### src/rtl/des_pipe_ctrl_if.sv
// des_pipe_ctrl_if: request, datapath, result and scan-control signals of des_pipe_ctrl
interface des_pipe_ctrl_if;
  logic        req0_valid, req1_valid, req0_ready, req1_ready;
  logic [63:0] req0_text, req1_text, req0_key, req1_key;
  logic        req0_decrypt, req1_decrypt;
  logic [63:0] des_text, des_key, des_ciphertext;
  logic        des_decrypt;
  logic        res_valid, res_ready, res_id;
  logic [63:0] res_data;
  logic        test_mode, scan_start, scan_busy, scan_done;
  modport master (
    output req0_valid, req1_valid, req0_text, req1_text, req0_key, req1_key,
           req0_decrypt, req1_decrypt, des_ciphertext, res_ready, scan_start,
    input  req0_ready, req1_ready, des_text, des_key, des_decrypt,
           res_valid, res_data, res_id, test_mode, scan_busy, scan_done
  );
  modport slave (
    input  req0_valid, req1_valid, req0_text, req1_text, req0_key, req1_key,
           req0_decrypt, req1_decrypt, des_ciphertext, res_ready, scan_start,
    output req0_ready, req1_ready, des_text, des_key, des_decrypt,
           res_valid, res_data, res_id, test_mode, scan_busy, scan_done
  );
endinterface

### src/rtl/des_pipe_ctrl.sv
// des_pipe_ctrl: round-robin issue into a LAT-deep DES datapath with a credit-guarded result FIFO; scan sequencer enabled by DES_SCAN_CTRL_EN
module des_pipe_ctrl #(
  parameter int LAT        = 16,
  parameter int FIFO_DEPTH = 4
) (
  input logic            clk,
  input logic            rst,
  des_pipe_ctrl_if.slave bus
);
  localparam int AW = $clog2(FIFO_DEPTH);
  localparam int CW = $clog2(FIFO_DEPTH + 1);
  logic [CW-1:0]  credits_q;
  logic           last_q;
  logic [LAT-1:0] vld_q, id_q;
  logic [AW:0]    wptr_q, rptr_q;
  logic [64:0]    mem_q [FIFO_DEPTH];
  logic [63:0]    text_q, key_q;
  logic           dec_q, blk, can_issue, g0, g1, issue, push, pop;
  // last_q = 1 means req1 was granted last, so req0 wins the next tie
  assign can_issue = !rst && credits_q != '0 && !blk && !bus.test_mode;
  assign g0 = can_issue && bus.req0_valid && (!bus.req1_valid || last_q);
  assign g1 = can_issue && bus.req1_valid && (!bus.req0_valid || !last_q);
  assign issue = g0 || g1;
  assign push = vld_q[LAT-1];
  assign pop = bus.res_valid && bus.res_ready;
  assign bus.req0_ready = g0;
  assign bus.req1_ready = g1;
  assign bus.des_text = text_q;
  assign bus.des_key = key_q;
  assign bus.des_decrypt = dec_q;
  assign bus.res_valid = wptr_q != rptr_q;
  assign {bus.res_id, bus.res_data} = mem_q[rptr_q[AW-1:0]];
  // issue capture, arbiter pointer, in-flight tracking, FIFO pointers and credits
  always_ff @(posedge clk or posedge rst)
    if (rst) begin
      text_q    <= '0;
      key_q     <= '0;
      dec_q     <= 1'b0;
      last_q    <= 1'b1;
      vld_q     <= '0;
      id_q      <= '0;
      wptr_q    <= '0;
      rptr_q    <= '0;
      credits_q <= CW'(FIFO_DEPTH);
    end else begin
      if (issue) begin
        text_q <= g1 ? bus.req1_text : bus.req0_text;
        key_q  <= g1 ? bus.req1_key : bus.req0_key;
        dec_q  <= g1 ? bus.req1_decrypt : bus.req0_decrypt;
        last_q <= g1;
      end
      vld_q     <= {vld_q[LAT-2:0], issue};
      id_q      <= {id_q[LAT-2:0], g1};
      wptr_q    <= wptr_q + {{AW{1'b0}}, push};
      rptr_q    <= rptr_q + {{AW{1'b0}}, pop};
      credits_q <= credits_q + {{(CW-1){1'b0}}, pop} - {{(CW-1){1'b0}}, issue};
    end
  // result storage; entries are qualified by the pointers so they need no reset
  always_ff @(posedge clk)
    if (push) mem_q[wptr_q[AW-1:0]] <= {id_q[LAT-1], bus.des_ciphertext};
`ifdef DES_SCAN_CTRL_EN
  typedef enum logic [1:0] {IDLE, DRAIN, SCAN} state_t;
  state_t     state_q, state_d;
  logic [8:0] cnt_q;
  logic       done_q;
  // scan state register, 512-cycle SCAN timer and completion pulse
  always_ff @(posedge clk or posedge rst)
    if (rst) begin
      state_q <= IDLE;
      cnt_q   <= '0;
      done_q  <= 1'b0;
    end else begin
      state_q <= state_d;
      cnt_q   <= state_q == SCAN ? cnt_q + 9'd1 : '0;
      done_q  <= state_q == SCAN && state_d == IDLE;
    end
  // DRAIN holds the latched request (blocking issue) until no operation is in flight
  always_comb begin
    state_d = state_q;
    if (state_q == IDLE) state_d = bus.scan_start ? DRAIN : IDLE;
    else if (state_q == DRAIN) state_d = |vld_q ? DRAIN : SCAN;
    else state_d = cnt_q == 9'd511 ? IDLE : SCAN;
  end
  assign blk = state_q != IDLE;
  assign bus.test_mode = state_q == SCAN;
  assign bus.scan_busy = state_q == SCAN;
  assign bus.scan_done = done_q;
`else
  logic unused_scan_start;
  assign unused_scan_start = bus.scan_start;
  assign blk = 1'b0;
  assign bus.test_mode = 1'b0;
  assign bus.scan_busy = 1'b0;
  assign bus.scan_done = 1'b0;
`endif
endmodule

### src/flat_wrapper.sv
// flat-port wrapper written by rule: the top's interface ports become plain ports
module des_pipe_ctrl_flat 
#(
  parameter int LAT        = 16,
  parameter int FIFO_DEPTH = 4
)
  (clk, rst, bus_req0_valid, bus_req1_valid, bus_req0_text, bus_req1_text, bus_req0_key, bus_req1_key, bus_req0_decrypt, bus_req1_decrypt, bus_des_ciphertext, bus_res_ready, bus_scan_start, bus_req0_ready, bus_req1_ready, bus_des_text, bus_des_key, bus_des_decrypt, bus_res_valid, bus_res_data, bus_res_id, bus_test_mode, bus_scan_busy, bus_scan_done);
  des_pipe_ctrl_if bus_i ();
  input logic clk;
  input logic rst;
  input wire logic [$bits(bus_i.req0_valid)-1:0] bus_req0_valid;
  input wire logic [$bits(bus_i.req1_valid)-1:0] bus_req1_valid;
  input wire logic [$bits(bus_i.req0_text)-1:0] bus_req0_text;
  input wire logic [$bits(bus_i.req1_text)-1:0] bus_req1_text;
  input wire logic [$bits(bus_i.req0_key)-1:0] bus_req0_key;
  input wire logic [$bits(bus_i.req1_key)-1:0] bus_req1_key;
  input wire logic [$bits(bus_i.req0_decrypt)-1:0] bus_req0_decrypt;
  input wire logic [$bits(bus_i.req1_decrypt)-1:0] bus_req1_decrypt;
  input wire logic [$bits(bus_i.des_ciphertext)-1:0] bus_des_ciphertext;
  input wire logic [$bits(bus_i.res_ready)-1:0] bus_res_ready;
  input wire logic [$bits(bus_i.scan_start)-1:0] bus_scan_start;
  output wire logic [$bits(bus_i.req0_ready)-1:0] bus_req0_ready;
  output wire logic [$bits(bus_i.req1_ready)-1:0] bus_req1_ready;
  output wire logic [$bits(bus_i.des_text)-1:0] bus_des_text;
  output wire logic [$bits(bus_i.des_key)-1:0] bus_des_key;
  output wire logic [$bits(bus_i.des_decrypt)-1:0] bus_des_decrypt;
  output wire logic [$bits(bus_i.res_valid)-1:0] bus_res_valid;
  output wire logic [$bits(bus_i.res_data)-1:0] bus_res_data;
  output wire logic [$bits(bus_i.res_id)-1:0] bus_res_id;
  output wire logic [$bits(bus_i.test_mode)-1:0] bus_test_mode;
  output wire logic [$bits(bus_i.scan_busy)-1:0] bus_scan_busy;
  output wire logic [$bits(bus_i.scan_done)-1:0] bus_scan_done;
  assign bus_i.req0_valid = bus_req0_valid;
  assign bus_i.req1_valid = bus_req1_valid;
  assign bus_i.req0_text = bus_req0_text;
  assign bus_i.req1_text = bus_req1_text;
  assign bus_i.req0_key = bus_req0_key;
  assign bus_i.req1_key = bus_req1_key;
  assign bus_i.req0_decrypt = bus_req0_decrypt;
  assign bus_i.req1_decrypt = bus_req1_decrypt;
  assign bus_i.des_ciphertext = bus_des_ciphertext;
  assign bus_i.res_ready = bus_res_ready;
  assign bus_i.scan_start = bus_scan_start;
  assign bus_req0_ready = bus_i.req0_ready;
  assign bus_req1_ready = bus_i.req1_ready;
  assign bus_des_text = bus_i.des_text;
  assign bus_des_key = bus_i.des_key;
  assign bus_des_decrypt = bus_i.des_decrypt;
  assign bus_res_valid = bus_i.res_valid;
  assign bus_res_data = bus_i.res_data;
  assign bus_res_id = bus_i.res_id;
  assign bus_test_mode = bus_i.test_mode;
  assign bus_scan_busy = bus_i.scan_busy;
  assign bus_scan_done = bus_i.scan_done;
  des_pipe_ctrl #(.LAT(LAT), .FIFO_DEPTH(FIFO_DEPTH)) u_core (.clk(clk), .rst(rst), .bus(bus_i));
endmodule
### config.mk
export PLATFORM = sky130hd
export DESIGN_NAME = des_pipe_ctrl_flat
export DESIGN_NICKNAME = d
export VERILOG_FILES = /design/src/rtl/des_pipe_ctrl_if.sv /design/src/rtl/des_pipe_ctrl.sv /design/src/flat_wrapper.sv
export SDC_FILE = /design/constraint.sdc
export NUM_CORES = 1
export LEC_CHECK = 0
export CAP_MARGIN = 15
export CORE_MARGIN = 5
export CORE_UTILIZATION = 35
export DETAILED_ROUTE_END_ITERATION = 10
export PLACE_DENSITY = 0.7
export SLEW_MARGIN = 20
export SYNTH_ARGS = -nofsm -noshare
export SYNTH_HDL_FRONTEND = slang
export SYNTH_SLANG_ARGS = --single-unit
### constraint.sdc
create_clock -name clk -period 10.68 [get_ports clk]
set_input_delay 1.068 -clock clk [delete_from_list [all_inputs] [get_ports clk]]
set_output_delay 1.068 -clock clk [all_outputs]
set_load 0.02 [all_outputs]
==> flow_summary.html <==
<table>
<tr><th>Metric</th><th>Value</th></tr>
<tr><th colspan="2">Setup path</th></tr>
<tr><td>Critical path type</td><td>flip-flop to output port</td></tr>
<tr><td>Critical Path, Cell by Cell</td><td>buf_4, mux4_2, clkdlybuf4s50_1</td></tr>
<tr><td>Sum of buffers and inverters on the critical path</td><td>2</td></tr>
<tr><td>Endpoint type of the worst setup path</td><td>output port</td></tr>
<tr><td>Crit-path max FO</td><td>42</td></tr>
<tr><td>Startpoint Class</td><td>flip-flop</td></tr>
<tr><td>CP required</td><td>9.61 ns</td></tr>
<tr><td>CP max stage delay</td><td>0.77 ns</td></tr>
<tr><td>Arrival time at the worst endpoint</td><td>3.39 ns</td></tr>
<tr><td>Gate family responsible for the most delay along the worst path</td><td>buffers and inverters</td></tr>
<tr><td>Slowest cell on the critical path</td><td>sky130_fd_sc_hd__dfrtp_4</td></tr>
<tr><th colspan="2">STA</th></tr>
<tr><td>Post-route fraction of the period consumed by the critical path</td><td>41.7%</td></tr>
<tr><td>Unrepaired setup endpoints after global routing</td><td>no</td></tr>
<tr><td>Number of failing hold endpoints at the final stage</td><td>0</td></tr>
<tr><td>Setup slack of the critical path after layout</td><td>6.22 ns</td></tr>
<tr><td>Final TNS setup</td><td>0 ns</td></tr>
<tr><td>Max Clock Skew</td><td>0.0264 ns</td></tr>
<tr><td>Max Freq</td><td>224 MHz</td></tr>
<tr><td>Setup-violating endpoint count in the final report</td><td>0</td></tr>
<tr><td>Slew headroom</td><td>23.0%</td></tr>
<tr><td>Max-slew violation count</td><td>0</td></tr>
<tr><td>Period minus WS final</td><td>4.46 ns</td></tr>
<tr><td>Worst Tran Pin Value</td><td>1.16 ns</td></tr>
<tr><th colspan="2">Global route</th></tr>
<tr><td>Number of global-route vias before repair</td><td>11700</td></tr>
<tr><td>Number of antenna violations at the first check in global routing</td><td>34</td></tr>
<tr><td>First-pass GRT wire length</td><td>76.3 mm</td></tr>
<tr><td>Total congestion overflow</td><td>0</td></tr>
<tr><td>Pin count of the biggest net entering global routing</td><td>106</td></tr>
<tr><td>GRT Total Usage</td><td>19.8%</td></tr>
<tr><th colspan="2">Die</th></tr>
<tr><td>Die span in y</td><td>227 microns</td></tr>
<tr><td>Initial Util</td><td>35.5%</td></tr>
<tr><td>Placeable Area</td><td>46700 sq um</td></tr>
<tr><td>Horizontal die dimension</td><td>227 microns</td></tr>
<tr><td>Row count</td><td>79</td></tr>
<tr><td>Total die area</td><td>51700 sq um</td></tr>
<tr><td>Count of boundary I/O pins</td><td>528</td></tr>
<tr><th colspan="2">Status</th></tr>
<tr><td>Outcome</td><td>finished, final reports clean</td></tr>
<tr><th colspan="2">Yosys</th></tr>
<tr><td>Share of synthesized area occupied by flip-flops and latches</td><td>73.0%</td></tr>
<tr><td>Count of cell types in the netlist</td><td>31</td></tr>
<tr><td>Number of instances in the synthesized netlist</td><td>881</td></tr>
<tr><td>Register bit count reported by yosys</td><td>431</td></tr>
<tr><td>Netlist area before placement</td><td>16600 sq um</td></tr>
<tr><td>Synthesized area per cell</td><td>18.8 sq um</td></tr>
<tr><td>Yosys Warn Count</td><td>0</td></tr>
<tr><th colspan="2">Clock tree</th></tr>
<tr><td>Clock H-tree levels</td><td>2</td></tr>
<tr><td>PostCTS Resize Cnt</td><td>0</td></tr>
<tr><td>Setup Fix Bufs, Post-CTS</td><td>0</td></tr>
<tr><td>Clock insertion delay at the later pin of the skew report</td><td>0.58 ns</td></tr>
<tr><td>Count of hold-fix buffers inserted at cts</td><td>0</td></tr>
<tr><td>Clock tree buffer depth</td><td>3</td></tr>
<tr><td>Inserted Clock Buffers</td><td>46</td></tr>
<tr><td>Clock slew seen by the registers of the worst setup and hold paths</td><td>0.06 ns</td></tr>
<tr><td>Number of sinks on the clock net</td><td>431</td></tr>
<tr><td>Clock tree from TritonCTS</td><td>done</td></tr>
<tr><td>Clk Tree Root Cell</td><td>sky130_fd_sc_hd__clkbuf_16</td></tr>
<tr><th colspan="2">Drt</th></tr>
<tr><td>Via count</td><td>10944</td></tr>
<tr><td>Number of vias per cell</td><td>5.35</td></tr>
<tr><td>Post-detailed-route wirelength per cell</td><td>26.1 microns</td></tr>
<tr><td>Initial DRC Count</td><td>709</td></tr>
<tr><td>Count of antenna-violating nets left after detailed routing</td><td>0</td></tr>
<tr><td>1st-pass router iterations</td><td>4</td></tr>
<tr><td>Wirelength, routed</td><td>53.5 mm</td></tr>
<tr><td>DRC violation count after routing</td><td>0</td></tr>
<tr><th colspan="2">Finish</th></tr>
<tr><td>Final std cell area, no fill</td><td>23800 sq um</td></tr>
<tr><td>Share of cells above drive strength 1</td><td>11.5%</td></tr>
<tr><td>Count of nets after finishing</td><td>1713</td></tr>
<tr><td>Layout overhead on the synthesized area</td><td>44.0%</td></tr>
<tr><th colspan="2">Power</th></tr>
<tr><td>Part of the power in combinational logic</td><td>38.2%</td></tr>
<tr><td>Net switching power</td><td>2.14 mW</td></tr>
<tr><td>Worst ir drop on vdd</td><td>0.156 mV</td></tr>
<tr><td>Relative contribution of the clock network to total power</td><td>24.3%</td></tr>
<tr><td>Power per cell area</td><td>271 nW/um^2</td></tr>
<tr><td>Cell internal pwr</td><td>4.31 mW</td></tr>
<tr><td>Total power</td><td>6.45 mW</td></tr>
<tr><td>Sequential power share</td><td>37.4%</td></tr>
<tr><td>Leakage component of the power</td><td>8.30 nW</td></tr>
<tr><td>Share of total power consumed by net switching</td><td>33.1%</td></tr>
<tr><th colspan="2">Placement</th></tr>
<tr><td>DPL Wire Length</td><td>36.9 mm</td></tr>
<tr><td>IO buf count</td><td>523</td></tr>
<tr><td>Last weighted congestion value of the routability-driven placer</td><td>0.913</td></tr>
<tr><td>Post-Place Worst Slack</td><td>6.43 ns</td></tr>
<tr><td>Area after DPL</td><td>22300 sq um</td></tr>
<tr><th colspan="2">Worst hold path</th></tr>
<tr><td>Min-Delay Path Class</td><td>flip-flop to flip-flop</td></tr>
<tr><th colspan="2">Run</th></tr>
<tr><td>Max-cap violations</td><td>0</td></tr>
</table>
## power groups by stage
| stage | Sequential (mW) | Combinational, mW | Clock [mW] |
|---|---|---|---|
| finish | 2.41 | 2.47 | 1.57 |
| global route | 2.46 | 2.60 | 1.68 |
| CTS | 2.42 | 2.50 | 1.62 |
| detailed placement | 2.43 | 2.48 | 0 |
| global placement | 2.42 | 2.47 | 0 |
| floorplan | 2.62 | 1.13 | 0 |
## cells in the final DEF, fill, tap and decap left out, types with 4 or more instances in the layout
cell,n
sky130_fd_sc_hd__mux4_2,65
sky130_fd_sc_hd__xnor2_1,4
sky130_fd_sc_hd__dfrtp_1,167
sky130_fd_sc_hd__clkinv_1,6
sky130_fd_sc_hd__inv_1,4
sky130_fd_sc_hd__bufinv_16,4
sky130_fd_sc_hd__clkbuf_16,46
sky130_fd_sc_hd__clkdlybuf4s50_1,523
sky130_fd_sc_hd__diode_2,24
sky130_fd_sc_hd__ha_1,6
sky130_fd_sc_hd__clkinv_2,11
sky130_fd_sc_hd__clkbuf_1,9
sky130_fd_sc_hd__o32ai_1,129
sky130_fd_sc_hd__buf_4,12
sky130_fd_sc_hd__a2bb2oi_1,129
sky130_fd_sc_hd__edfxtp_1,260
## worst reg2reg max path, cell delays in order, from the launching register on
cell,delay (ns)
sky130_fd_sc_hd__dfrtp_2,0.75
sky130_fd_sc_hd__buf_4,0.68
sky130_fd_sc_hd__xnor2_1,0.20
sky130_fd_sc_hd__nand3_1,0.11
sky130_fd_sc_hd__and2_1,0.23
sky130_fd_sc_hd__ha_1,0.22
sky130_fd_sc_hd__fa_1,0.41
sky130_fd_sc_hd__xnor2_1,0.16
## metal layers
metal	track usage, %	share of wire [%]
met5	0	0.12
met3	9.17	11
met4	9.90	2.8
met1	23.8	37
met2	30.4	49
## per-stage QoR
stage          hold slack (ns)  instances  utilization [%]
2_1_floorplan            0.331        883                -
3_3_place_gp             0.332       1937             47.7
3_5_place_dp             0.335       1937             47.7
4_1_cts                  0.334       2022             51.0
5_1_grt                  0.340       2046             51.1
6_report                 0.342       2046             51.1
## state kept, by name (all words and copies together), names as in the netlist
signal and cells:
u_core.bus.des_decrypt 1, u_core.vld_q 16, u_core.rptr_q 3, u_core.bus.des_text 64
u_core.wptr_q 3, u_core.id_q 16, u_core.credits_q 3, u_core.bus.des_key 64
u_core.last_q 1, u_core.mem_q 260
## cells in the mapped netlist
| master | count | area (sq um) |
|---|---|---|
| sky130_fd_sc_hd__xnor2_1 | 4 | 35.0 |
| sky130_fd_sc_hd__nor3_1 | 1 | 5.00 |
| sky130_fd_sc_hd__or2_2 | 1 | 6.26 |
| sky130_fd_sc_hd__inv_1 | 5 | 18.8 |
| sky130_fd_sc_hd__a21bo_2 | 1 | 10.0 |
| sky130_fd_sc_hd__ha_1 | 6 | 75.1 |
| sky130_fd_sc_hd__buf_2 | 47 | 235 |
| sky130_fd_sc_hd__and3b_1 | 1 | 8.76 |
| sky130_fd_sc_hd__and2_1 | 1 | 6.26 |
| sky130_fd_sc_hd__nand2_1 | 1 | 3.75 |
| sky130_fd_sc_hd__nor3b_1 | 1 | 7.51 |
| sky130_fd_sc_hd__o32ai_1 | 129 | 1130 |
| sky130_fd_sc_hd__xor2_1 | 3 | 26.3 |
| sky130_fd_sc_hd__fa_1 | 1 | 20.0 |
| sky130_fd_sc_hd__inv_2 | 1 | 3.75 |
| sky130_fd_sc_hd__buf_4 | 10 | 75.1 |
| sky130_fd_sc_hd__o31a_1 | 1 | 8.76 |
| sky130_fd_sc_hd__and3_1 | 1 | 6.26 |
| sky130_fd_sc_hd__a2bb2oi_1 | 129 | 1130 |
| sky130_fd_sc_hd__dfstp_2 | 2 | 52.6 |
| sky130_fd_sc_hd__mux4_2 | 65 | 1460 |
| sky130_fd_sc_hd__clkbuf_1 | 30 | 113 |
| sky130_fd_sc_hd__buf_1 | 1 | 3.75 |
| sky130_fd_sc_hd__a21o_1 | 1 | 7.51 |
| sky130_fd_sc_hd__nor2_1 | 4 | 15.0 |
| sky130_fd_sc_hd__dfrtp_1 | 169 | 4230 |
| sky130_fd_sc_hd__nand3_1 | 1 | 5.00 |
| sky130_fd_sc_hd__edfxtp_1 | 260 | 7810 |
| sky130_fd_sc_hd__conb_1 | 1 | 3.75 |
| sky130_fd_sc_hd__nor3_4 | 2 | 32.5 |
| sky130_fd_sc_hd__nor2b_1 | 1 | 6.26 |
## area by class of cell
type / count / area [sq um]
fill: 3896 / 22800
sequential: 431 / 12100
timing repair buffer: 535 / 5330
multi-input combinational: 358 / 4060
clock buffer: 57 / 1210
tap: 607 / 759
clock inverter: 28 / 292
antenna: 24 / 60.1
inverter: 6 / 32.5
## cells by family after synthesis
logic type                 count (synthesis)  synth area share [%]
adders and majority gates                  7                 0.575
xor gates and xnor gates                   7                 0.370
AOI/OAI and AO/OA                        261                  13.8
and+or+nand+nor                           15                 0.620
muxes                                     65                  8.84
buffers and inverters                     94                  2.71
other                                      1                0.0227
DFF                                      431                  73.0
## worst paths after layout
kind | endpoint | slack [ns] | start | cells after the start
max in group asynchronous | u_core.rptr_q[0] | 8.05 | rst | 3
worst max register to register | u_core.credits_q[2] | 7.85 | u_core.rptr_q[1] | 7
worst min-delay path | u_core.id_q[12] | 0.34 | u_core.id_q[11] | 0
min in group asynchronous | u_core.bus.des_text[47] | 1.22 | rst | 2
worst max-delay path | bus_res_data[23] | 6.22 | u_core.rptr_q[0] | 3
worst min register to register | u_core.id_q[12] | 0.34 | u_core.id_q[11] | 0
Power figures use the tool's default switching activity.
